## src/rtl/mux_scan_sel_if.sv

```systemverilog
// Channel bank, control and valid/ready sample port of mux_scan_sel.
// The master drives channels and control. The slave, which is the mux, drives Y/CH/VALID.
interface mux_scan_sel_if #(
    parameter int N  = 8,
    parameter int W  = 1,
    parameter int DW = 8
);
    localparam int SW = $clog2(N);

    logic [N*W-1:0] I;
    logic [SW-1:0]  S;
    logic           MODE;
    logic [N-1:0]   EN_MASK;
    logic [DW-1:0]  DWELL;
    logic           READY;
    logic [W-1:0]   Y;
    logic [SW-1:0]  CH;
    logic           VALID;

    modport master (output I, S, MODE, EN_MASK, DWELL, READY, input Y, CH, VALID);
    modport slave  (input I, S, MODE, EN_MASK, DWELL, READY, output Y, CH, VALID);
endinterface

```

## src/rtl/mux_scan_sel.sv

```systemverilog
// Registered N:1 W-bit mux with a manual select or an auto-scan sequencer.
// The scan sequencer is round-robin over a mask, waits a settle time on each channel, and has a valid/ready output.
module mux_scan_sel #(
    parameter int N  = 8,
    parameter int W  = 1,
    parameter int DW = 8
) (
    input  logic         CLK,
    input  logic         RST,
    mux_scan_sel_if.slave bus
);
    localparam int SW = $clog2(N);

    typedef enum logic [1:0] {IDLE, SETTLE, HOLD} state_e;

    state_e          state_q, state_d;
    logic [SW-1:0]   ptr_q, ptr_d;
    logic [DW-1:0]   cnt_q, cnt_d;
    logic [W-1:0]    y_q, y_d;
    logic [SW-1:0]   ch_q, ch_d;
    logic            valid_q, valid_d;

    logic mask_any, slot_free, accept;

    assign mask_any  = |bus.EN_MASK;
    assign accept    = valid_q && bus.READY;
    assign slot_free = !valid_q || bus.READY;

    // Find the first enabled channel at or after start (incl=1), or the first strictly after it (incl=0).
    // The search wraps around. For incl=0 the last candidate is start itself, so a lone enabled channel selects itself again.
    function automatic logic [SW-1:0] next_en(input logic [N-1:0] mask,
                                              input logic [SW-1:0] start,
                                              input logic incl);
        logic [SW-1:0] r;
        logic          found;
        int            idx;
        r     = start;
        found = 1'b0;
        for (int k = 0; k < N; k++) begin
            idx = int'(start) + k + (incl ? 0 : 1);
            if (idx >= N) idx -= N;
            if (!found && mask[idx]) begin
                r     = SW'(idx);
                found = 1'b1;
            end
        end
        return r;
    endfunction

    always_ff @(posedge CLK) begin
        if (RST) state_q <= IDLE;
        else     state_q <= state_d;
    end

    always_comb begin
        state_d = state_q;
        unique case (state_q)
            IDLE:    if (bus.MODE && mask_any) state_d = SETTLE;
            SETTLE: begin
                if (!bus.MODE || !mask_any)
                    state_d = IDLE;
                else if (bus.EN_MASK[ptr_q] && cnt_q == '0 && slot_free)
                    state_d = HOLD;
            end
            HOLD:    if (accept) state_d = (bus.MODE && mask_any) ? SETTLE : IDLE;
            default: state_d = IDLE;
        endcase
    end

    // An accepted sample is dropped unless a new capture replaces it on the same edge.
    always_comb begin
        ptr_d   = ptr_q;
        cnt_d   = cnt_q;
        y_d     = y_q;
        ch_d    = ch_q;
        valid_d = valid_q && !bus.READY;
        unique case (state_q)
            IDLE: begin
                if (bus.MODE) begin
                    if (mask_any) begin
                        cnt_d = bus.DWELL;
                        ptr_d = next_en(bus.EN_MASK, ptr_q, 1'b1);
                    end
                end else if (slot_free && int'(bus.S) < N) begin
                    y_d     = bus.I[int'(bus.S)*W +: W];
                    ch_d    = bus.S;
                    valid_d = 1'b1;
                end
            end
            SETTLE: begin
                if (bus.MODE && mask_any) begin
                    if (!bus.EN_MASK[ptr_q]) begin
                        ptr_d = next_en(bus.EN_MASK, ptr_q, 1'b0);
                        cnt_d = bus.DWELL;
                    end else if (cnt_q != '0) begin
                        cnt_d = cnt_q - DW'(1);
                    end else if (slot_free) begin
                        y_d     = bus.I[int'(ptr_q)*W +: W];
                        ch_d    = ptr_q;
                        valid_d = 1'b1;
                    end
                end
            end
            HOLD: begin
                if (accept && bus.MODE && mask_any) begin
                    ptr_d = next_en(bus.EN_MASK, ptr_q, 1'b0);
                    cnt_d = bus.DWELL;
                end
            end
            default: ;
        endcase
    end

    always_ff @(posedge CLK) begin
        if (RST) begin
            ptr_q   <= '0;
            cnt_q   <= '0;
            y_q     <= '0;
            ch_q    <= '0;
            valid_q <= 1'b0;
        end else begin
            ptr_q   <= ptr_d;
            cnt_q   <= cnt_d;
            y_q     <= y_d;
            ch_q    <= ch_d;
            valid_q <= valid_d;
        end
    end

    assign bus.Y     = y_q;
    assign bus.CH    = ch_q;
    assign bus.VALID = valid_q;
endmodule

```

## src/flat_wrapper.sv

```systemverilog
// flat-port wrapper written by rule: the top's interface ports become plain ports
module mux_scan_sel_flat 
#(
    parameter int N  = 8,
    parameter int W  = 1,
    parameter int DW = 8
)
  (CLK, RST, bus_I, bus_S, bus_MODE, bus_EN_MASK, bus_DWELL, bus_READY, bus_Y, bus_CH, bus_VALID);
  mux_scan_sel_if #(.N(N), .W(W), .DW(DW)) bus_i ();
  input  logic CLK;
  input  logic RST;
  input wire logic [$bits(bus_i.I)-1:0] bus_I;
  input wire logic [$bits(bus_i.S)-1:0] bus_S;
  input wire logic [$bits(bus_i.MODE)-1:0] bus_MODE;
  input wire logic [$bits(bus_i.EN_MASK)-1:0] bus_EN_MASK;
  input wire logic [$bits(bus_i.DWELL)-1:0] bus_DWELL;
  input wire logic [$bits(bus_i.READY)-1:0] bus_READY;
  output wire logic [$bits(bus_i.Y)-1:0] bus_Y;
  output wire logic [$bits(bus_i.CH)-1:0] bus_CH;
  output wire logic [$bits(bus_i.VALID)-1:0] bus_VALID;
  assign bus_i.I = bus_I;
  assign bus_i.S = bus_S;
  assign bus_i.MODE = bus_MODE;
  assign bus_i.EN_MASK = bus_EN_MASK;
  assign bus_i.DWELL = bus_DWELL;
  assign bus_i.READY = bus_READY;
  assign bus_Y = bus_i.Y;
  assign bus_CH = bus_i.CH;
  assign bus_VALID = bus_i.VALID;
  mux_scan_sel #(.N(N), .W(W), .DW(DW)) u_core (.CLK(CLK), .RST(RST), .bus(bus_i));
endmodule
```

## config.mk

```make
export PLATFORM = sky130hd
export DESIGN_NAME = mux_scan_sel_flat
export DESIGN_NICKNAME = d
export VERILOG_FILES = /design/src/rtl/mux_scan_sel_if.sv /design/src/rtl/mux_scan_sel.sv /design/src/flat_wrapper.sv
export SDC_FILE = /design/constraint.sdc
export NUM_CORES = 1
export LEC_CHECK = 0
export ABC_AREA = 1
export CAP_MARGIN = 20
export CORE_AREA = 5 5 68 132
export DETAILED_ROUTE_END_ITERATION = 8
export DIE_AREA = 0 0 73 137
export PLACE_DENSITY = 0.58
export SLEW_MARGIN = 20
export SYNTH_ARGS = -nofsm -noshare
export SYNTH_HDL_FRONTEND = slang
export SYNTH_SLANG_ARGS = --single-unit
export TNS_END_PERCENT = 10
```

## constraint.sdc

```tcl
create_clock -name CLK -period 6.7 [get_ports CLK]
set_input_delay 1.005 -clock CLK [delete_from_list [all_inputs] [get_ports CLK]]
set_output_delay 1.005 -clock CLK [all_outputs]
set_load 0.005 [all_outputs]
```

## After elaboration in Yosys (flattened, before gate mapping)

Index checks and enable logic that the tools add are counted.

| word-level totals | value |
|---|---|
| register bits after elaboration | 18 |
| input port bits | 31 |
| output and inout port bits | 5 |

| cells by class | value |
|---|---|
| add/subtract/negate cells | 30 |
| order comparisons | 40 |
| equal/unequal tests | 19 |
| shift operators | 2 |
| mux-type cells | 293 |
| reduce and logical (&&, ||, !) cells | 65 |

Operators with widths:

| cell | count |
|---|---|
| 32-bit two-way mux | 79 |
| 32-bit by 5-bit less-than comparator with 1-bit output (second input constant) | 24 |
| 32-bit by 5-bit greater-or-equal comparator with 1-bit output (second input constant) | 14 |
| 32-bit by 5-bit subtractor with 32-bit output (second input constant) | 14 |
| 32-bit by 2-bit adder with 32-bit output (second input constant) | 7 |
| 1-bit two-way mux | 138 |
| 3-bit two-way mux | 35 |
| 1-bit binary-select mux with 3-bit select | 25 |
| 8-bit two-way mux | 6 |
| 1-bit logical AND | 28 |
| 9-bit by 1-bit != test with 1-bit output (second input constant) | 3 |
| 1-bit logical NOT | 25 |
| 8-bit one-hot mux with 3 select lines | 1 |
| 3-bit by 3-bit adder with 4-bit output (second input constant) | 4 |
| 2-bit by 1-bit != test with 1-bit output (second input constant) | 8 |
| 8-bit by 4-bit indexed part select with 1-bit output | 2 |
| 3-bit one-hot mux with 3 select lines | 1 |
| 9-bit AND reduction | 1 |
| 3-bit by 2-bit adder with 4-bit output (second input constant) | 2 |
| 8-bit logical NOT | 1 |
| 2-bit two-way mux | 4 |
| 2-bit != test (second input constant) | 4 |
| 8-bit nonzero test | 1 |
| 8-bit OR reduction | 1 |
| 19 further kinds | 21 |

## Logic depth before layout (Yosys ltp)

Gate-level depths: netlist (run 1).

| depth | value |
|---|---|
| depth after elaboration | 55 |
| mapped depth | 24 |
| gate-level depth less buffers | 21 |

## Least setup slack after synthesis (run 1)

OpenSTA, ideal clock, no wires.

| timing path | value |
|---|---|
| kind | register -> register |
| from | reg u_core.ptr_q[0] |
| to | reg u_core.ptr_q[0] |
| library setup time | 118 ps |
| data arrival time | 2474 ps |
| data required time | 6582 ps |
| slack | 4108 ps |
| cell stages (with the launch flop) | 21 |
| path buffers | 3 |
| period minus slack after synthesis | 2592 ps |
| cells stage by stage | dfxtp_1 > buf_6 > inv_4 > buf_6 > ha_1 > buf_4 > inv_4 > nand2_1 > nand2_2 > nand2_1 > nand2_2 > nand2_2 > nand2_4 > nor2_8 > nand3_4 > nor2_8 > o31ai_2 > a21oi_2 > nand2_1 > nor3_1 > nor2_1 |

| on the way | value |
|---|---|
| word-level cells in the longest chain between the ends | 55 |
| elaborated cells on any way between the ends | 351 |
| classes of those cells | 29 x add/sub; 15 x order compare; 4 x eq/ne; 260 x mux; 43 x reduce/logical |

Ends and longest elaborated chain:

| element | RTL line | text |
|---|---|---|
| start: declaration | mux_scan_sel.sv:17 | `logic [SW-1:0] ptr_q, ptr_d;` |
| start signal: assignment | mux_scan_sel.sv:122 | `ptr_q <= ptr_d;` |
| parallel branches: the longest is 55 deep, another holds 32-bit by 2-bit adder with 32-bit output | n/a |  |

Several ways; the timed one is not identified. The select of a mux whose other input is x is not followed.
A chain may end at the register's enable or synchronous reset.

## Final worst setup path (run 1)

Ends and elaborated chain as after synthesis.

==> run metrics, run 1 <==
DRC violations left 0; # Post-CTS Setup Buffers 0; path type of the worst setup path flop to flop; static leakage 1.52 nW; Critical Path, Cell by Cell inv_4 > ha_1 > inv_4 > nand2_1 > nand2_2 > nand2_1 > nand2_2 > nand2_2 > nand2_4 > nor2_8 > nand3_4 > nor2_8 > o31ai_2 > a21oi_2 > nand2_1 > nor3_1 > nor2_1; setup repair after global routing missed its margin false; clock tree root driver cell sky130_fd_sc_hd__clkbuf_16; area growth from synthesis to layout 16.9%; final estimated routing congestion in global placement 0.849; Die Y 137 um; number of clock sinks seen by CTS 18; largest buffer count on any clock path 2; simple-gate share of the synthesized area 54.5%; YS warnings 0; synthesized area per cell 5.61 um2; # IOs 36; post-synthesis cell area 0.00267 mm2; DR WL/cell 13.0 um; final hold vios 0; detail-routed via count per cell 5.05; category of the worst setup path launch point flop; Slew HR 55.4%; Synth top area share 23.8%; synthesized instance count 476; number of buffers and inverters on the critical path 2; synthesized net count 517; areal power density over the cells 507 mW/mm2; number of global-route vias before repair 2736; largest cells by area after synthesis sky130_fd_sc_hd__nand2_1 (24%), sky130_fd_sc_hd__dfxtp_1 (13%), sky130_fd_sc_hd__nand3_1 (9.0%); total core area 0.00783 mm2; input/output buffers 35; max-slew violation total from the final report 0; dominant cell type by area after synthesis sky130_fd_sc_hd__nand2_1; Die Outline Area 0.0100 mm2; peak per-stage delay on the critical path 0.75 ns; Adder-Cell Fraction of Synth Area 4.69%; share of post-route cells with drive strength above 1 9.38%; flops & latches, synth 18; final setup skew 0.00615 ns; estimated wirelength of the detail-placed design 6.34 mm; maximum number of pins on one net before global-route repair 23; min-delay worst type flop to flop; final worst-path cycle share 54.2%; number of cells upsized or downsized after cts 0; number of nets in the final layout 544; cell class contributing the biggest share of worst-path delay simple AND/OR/NAND/NOR gates; overall routed net length 7.78 mm; CP Data Arrival Time 3.76 ns; final number of setup-violating endpoints 0; portion of the post-synthesis area used by sequential elements 13.5%; clock-pin slew on the worst setup and hold paths 0.06 ns; Antenna Violating Nets Remaining 0; Global Route Usage Sum 15.9%; post-synthesis xor/xnor area fraction 1.97%; overall die width 73 um; total negative slack 0 ns; final standard cell utilization of the core 39.9%; crit path time final 3.63 ns; cell row count 46; result of the run complete, no violations; top fanout value on the critical path 22; H-tree depth 1; maximum resistive drop on vdd 177 uV; count of routing violations after the opening detailed-route iteration 288; combinational family with the most area after synthesis simple AND/OR/NAND/NOR gates; Inserted Clock Buffers 3; synthesized-area fraction occupied by ao, oa, aoi and oai cells 14.2%; worst skew pair latency 0.25 ns; global-route wire length before repair 12.9 mm; Inserted Diodes 0; Congestion Overflow GR 0; slew of the pin with the lowest slew margin 0.668 ns; hold buffer count at CTS 0; achievable frequency 276 MHz; clock tree from TritonCTS done; required time of the worst setup path 6.83 ns; iteration count of the initial detailed-routing pass 6; max-cap violations 0; synth unique cells 42; via count 3013; mux contribution to synthesized area 0%; cell with the biggest individual delay on the critical path sky130_fd_sc_hd__dfxtp_1; antenna violations before repair 0; effective utilization at floorplan 34.1%; endpoint type of the worst setup path flop
## cell usage after synthesis (all sizes together)
cell type / instances
o32ai: 2
o21ai: 34
nand2: 186
o31ai: 1
and2: 1
nor4: 1
nand3: 52
xnor2: 3
and3: 2
clkbuf: 4
a31oi: 6
a21oi: 13
a221oi: 1
a22oi: 1
xor2: 3
nand4: 10
ha: 10
buf: 9
dfxtp: 18
inv: 53
nor2: 51
nor3: 9
a211oi: 5
nand3b: 1
## path summary, 6_finish.rpt
kind	start	end	slack [ns]	cells past startpoint
min	u_core.bus.CH[1]$_SDFFE_PP0P_	u_core.bus.CH[1]$_SDFFE_PP0P_	0.47	2
max reg2reg	u_core.ptr_q[0]$_SDFFE_PP0P_	u_core.ptr_q[0]$_SDFFE_PP0P_	3.07	17
max	u_core.ptr_q[0]$_SDFFE_PP0P_	u_core.ptr_q[0]$_SDFFE_PP0P_	3.07	17
min reg2reg	u_core.bus.CH[1]$_SDFFE_PP0P_	u_core.bus.CH[1]$_SDFFE_PP0P_	0.47	2
## kinds of logic after synthesis
group | count (synthesis)
AO/OA/AOI/OAI | 63
XOR/XNOR | 6
adder cells (fa/ha/maj) | 10
buffers and inverters | 66
flip-flops | 18
AND/OR/NAND/NOR | 313
## registers in the layout, indices dropped and copies added (netlist names)
register,flops
u_core.cnt_q,8
u_core.bus.CH,3
u_core.ptr_q,3
u_core.state_q,2
u_core.bus.VALID,1
u_core.bus.Y,1
## worst register-to-register path, cell delays in order (launching register included)
cell and delay (ns):
sky130_fd_sc_hd__dfxtp_1 0.75, sky130_fd_sc_hd__inv_4 0.25, sky130_fd_sc_hd__ha_1 0.62, sky130_fd_sc_hd__inv_4 0.13, sky130_fd_sc_hd__nand2_1 0.11, sky130_fd_sc_hd__nand2_2 0.12, sky130_fd_sc_hd__nand2_1 0.10, sky130_fd_sc_hd__nand2_2 0.08
sky130_fd_sc_hd__nand2_2 0.09, sky130_fd_sc_hd__nand2_4 0.08, sky130_fd_sc_hd__nor2_8 0.14, sky130_fd_sc_hd__nand3_4 0.12, sky130_fd_sc_hd__nor2_8 0.14, sky130_fd_sc_hd__o31ai_2 0.10, sky130_fd_sc_hd__a21oi_2 0.21, sky130_fd_sc_hd__nand2_1 0.11
sky130_fd_sc_hd__nor3_1 0.28, sky130_fd_sc_hd__nor2_1 0.09
## through the flow
step / setup slack [ns] / instance area [um2] / instances / hold WS [ns] / power (mW)
floorplan: 4.11 / 2670 / 476 / 0.456 / 1.19
global placement: 3.10 / 3050 / 594 / 0.453 / 1.47
detailed placement: 3.12 / 3050 / 594 / 0.463 / 1.45
CTS: 3.12 / 3120 / 597 / 0.473 / 1.57
global route: 2.79 / 3120 / 597 / 0.494 / 1.76
finish: 3.07 / 3120 / 597 / 0.469 / 1.58
## area by class of cell
| class | instances | area [um2] |
|---|---|---|
| multi-input combinational | 392 | 2010 |
| inverter | 53 | 204 |
| tap | 96 | 120 |
| sequential | 18 | 360 |
| fill | 917 | 4710 |
| clock buffer | 3 | 75.1 |
| timing repair buffer | 35 | 350 |
## where the power goes
part | internal [mW] | total (mW) | leakage [nW] | switching [mW]
combinational | 0.418 | 1.26 | 1.33 | 0.840
sequential | 0.151 | 0.203 | 0.149 | 0.0522
clock | 0.0786 | 0.120 | 0.0370 | 0.0414
total | 0.648 | 1.58 | 1.52 | 0.934
## cell usage in the layout (no fill, tap or decap), types with 2 or more instances in the layout
cell                              count
sky130_fd_sc_hd__nand2_1            169
sky130_fd_sc_hd__nand3_1             48
sky130_fd_sc_hd__nor2_1              45
sky130_fd_sc_hd__inv_1               44
sky130_fd_sc_hd__clkdlybuf4s50_1     35
sky130_fd_sc_hd__o21ai_0             28
sky130_fd_sc_hd__dfxtp_1             18
sky130_fd_sc_hd__nand2_2             13
sky130_fd_sc_hd__a21oi_1             12
sky130_fd_sc_hd__ha_1                10
sky130_fd_sc_hd__nand4_1              9
sky130_fd_sc_hd__nor3_1               8
sky130_fd_sc_hd__inv_2                7
sky130_fd_sc_hd__a31oi_1              6
sky130_fd_sc_hd__a211oi_1             5
sky130_fd_sc_hd__nand2_4              4
sky130_fd_sc_hd__nor2_4               3
sky130_fd_sc_hd__o21ai_2              3
sky130_fd_sc_hd__xnor2_1              3
sky130_fd_sc_hd__nand3_2              3
sky130_fd_sc_hd__o21ai_1              3
sky130_fd_sc_hd__xor2_1               3
sky130_fd_sc_hd__clkbuf_16            3
sky130_fd_sc_hd__inv_4                2
sky130_fd_sc_hd__and3_1               2
sky130_fd_sc_hd__o32ai_1              2
sky130_fd_sc_hd__nor2_8               2
## metal layers
metal | up-vias | part of all wire (%) | GRT usage, %
met5 | - | 0 | 0
met3 | 22 | 4.2 | 1.91
met1 | 1295 | 45 | 20.8
met4 | 0 | 2.5 | 3.90
met2 | 98 | 48 | 27.2
li1 | 1598 | - | -
Note: power is estimated with default switching activity, not from simulation.
==> run 2, diff against run 1 <==
clock period = 3.45 ns   (was 6.7 ns; I/O delays follow)
==> run metrics, run 2 (synthesis gave the netlist of run 1 again) <==
Fillers 919; total core area 0.00783 mm2; start point of the worst min-delay path u_core.bus.CH[1]$_SDFFE_PP0P_; result of the run complete, no violations; slack of the worst reg-to-reg path 0.68 ns; achievable frequency 361 MHz; H-tree depth 1; share of post-route cells with drive strength above 1 10.1%; areal power density over the cells 973 mW/mm2; cell row count 46; Inserted Diodes 0; final cell count without fillers 601; clock tree root driver cell sky130_fd_sc_hd__clkbuf_16; Slew HR 57.1%; input/output buffers 35; slew of the pin with the lowest slew margin 0.637 ns; max-cap violations 0; Die Outline Area 0.0100 mm2; Critical Path, Cell by Cell inv_2 > nand2_1 > nand2_1 > nand2_1 > nand2_1 > nand2_2 > nand2_4 > nor2_8 > nand3_4 > nor2_8 > nand3_1 > nand3_1 > nand2_1 > nand2_1 > o21ai_0 > nand2_1 > a21oi_1; max-slew violation total from the final report 0; largest buffer count on any clock path 2; commonest non-fill, non-tap cell in the layout sky130_fd_sc_hd__nand2_1; cell class contributing the biggest share of worst-path delay simple AND/OR/NAND/NOR gates; path type of the worst setup path flop to flop; worst hold path stage count 2; worst skew pair latency 0.25 ns; clock-pin slew on the worst setup and hold paths 0.05 ns; peak per-stage delay on the critical path 0.68 ns; Die Y 137 um; Post-Place Cells 598; min-delay worst type flop to flop; global-route wire length before repair 13.2 mm; most frequent CP cell sky130_fd_sc_hd__nand2_1; # Post-CTS Setup Buffers 0; Antenna Violating Nets Remaining 0; number of clock sinks seen by CTS 18; post-route setup slack 0.676 ns; final number of setup-violating endpoints 0; via count 3023; Congestion Overflow GR 0; area growth from synthesis to layout 18.0%; DR WL/cell 13.1 um; area taken by flip-flops and latches 360 um2; number of nets in the final layout 548; # IOs 36; number of global-route vias before repair 2944; crit path time final 2.77 ns; maximum resistive drop on vdd 316 uV; final worst-path cycle share 80.4%; commonest cells after routing, fill and taps aside sky130_fd_sc_hd__nand2_1 (169), sky130_fd_sc_hd__nand3_1 (48), sky130_fd_sc_hd__nor2_1 (45); area of the multi-input gates 0.00201 mm2; number of flip-flops in the largest register 8; top fanout value on the critical path 12; setup repair after global routing missed its margin false; category of the worst setup path launch point flop; count of routing violations after the opening detailed-route iteration 164; required time of the worst setup path 3.59 ns; overall routed net length 7.85 mm; detail-routed via count per cell 5.03; hold buffer count at CTS 0; antenna violations before repair 0; endpoint type of the worst setup path flop; clock tree from TritonCTS done; register bank with the most flops u_core.cnt_q; estimated wirelength of the detail-placed design 6.29 mm; FF-to-FF Start u_core.ptr_q[2]$_SDFFE_PP0P_; final hold vios 0; maximum number of pins on one net before global-route repair 22; Reg-to-Reg End u_core.ptr_q[1]$_SDFFE_PP0P_; overall power consumption 3.07 mW; Global Route Usage Sum 16.2%; number of cells upsized or downsized after cts 0; iteration count of the initial detailed-routing pass 4; endpoint of the worst hold path u_core.bus.CH[1]$_SDFFE_PP0P_; Inserted Clock Buffers 3; cell with the biggest individual delay on the critical path sky130_fd_sc_hd__dfxtp_1; number of buffers and inverters on the critical path 1; total negative slack 0 ns; effective utilization at floorplan 34.1%; static leakage 1.54 nW; CP Data Arrival Time 2.91 ns; final setup skew 0.00214 ns; Post-Place Setup Slack 0.610 ns; final estimated routing congestion in global placement 0.921; overall die width 73 um; DRC violations left 0; length in cells of the worst reg-to-reg path 17
==> run 2: cell count changes in the layout (fill, tap and decap cells not counted) <==
| cell | delta |
|---|---|
| sky130_fd_sc_hd__buf_4 | +4 |
==> run 2: metal layers <==
metal,track usage [%],up-vias,share of wire (%)
met2,28.3,84,49
met3,2.06,10,5.4
li1,-,1602,-
met1,21.0,1327,44
met5,0,-,0
met4,2.67,0,1.1
==> run 2: worst reg2reg max path: cells and delay by family (launching register included) <==
kind | cells | cell delay, ns
and+or+nand+nor | 14 | 1.58
DFF | 1 | 0.68
buffers and inverters | 1 | 0.25
AOI/OAI and AO/OA | 2 | 0.15
==> run 2: how the worst max path moves through the flow <==
stage | end | start | cells past startpoint | slack (ns)
after floorplan | u_core.ptr_q[0]$_SDFFE_PP0P_ | u_core.ptr_q[0]$_SDFFE_PP0P_ | 20 | 0.86
after global placement | u_core.ptr_q[1]$_SDFFE_PP0P_ | bus_EN_MASK[1] | 15 | 0.60
after detailed placement | u_core.ptr_q[1]$_SDFFE_PP0P_ | bus_EN_MASK[0] | 15 | 0.61
after CTS | u_core.ptr_q[1]$_SDFFE_PP0P_ | u_core.ptr_q[2]$_SDFFE_PP0P_ | 15 | 0.70
after global routing | u_core.ptr_q[1]$_SDFFE_PP0P_ | u_core.ptr_q[1]$_SDFFE_PP0P_ | 14 | 0.43
final | u_core.ptr_q[1]$_SDFFE_PP0P_ | u_core.ptr_q[2]$_SDFFE_PP0P_ | 17 | 0.68
==> run 2: metrics by stage <==
step | utilization, % | hold WS [ns] | instance area, um2
6_report | 40.2 | 0.466 | 3150
5_1_grt | 40.2 | 0.505 | 3150
4_1_cts | 40.2 | 0.474 | 3150
3_5_place_dp | 39.3 | 0.466 | 3080
3_3_place_gp | 39.3 | 0.463 | 3080
2_1_floorplan | - | 0.456 | 2670
==> run 2: cell type report <==
| class | count | area share (%) |
|---|---|---|
| Timing Repair Buffer | 39 | 12.1 |
| Clock buffer | 3 | 2.38 |
| Multi-Input combinational cell | 392 | 63.8 |
| Inverter | 53 | 6.47 |
| Sequential cell | 18 | 11.4 |
| Tap cell | 96 | 3.81 |
==> run 2: where the power goes <==
| group | internal [mW] | total (mW) | leakage [nW] | switching (mW) |
|---|---|---|---|---|
| combinational | 0.831 | 2.46 | 1.35 | 1.63 |
| clock | 0.153 | 0.233 | 0.0370 | 0.0805 |
| sequential | 0.294 | 0.371 | 0.149 | 0.0774 |
| total | 1.28 | 3.07 | 1.54 | 1.79 |
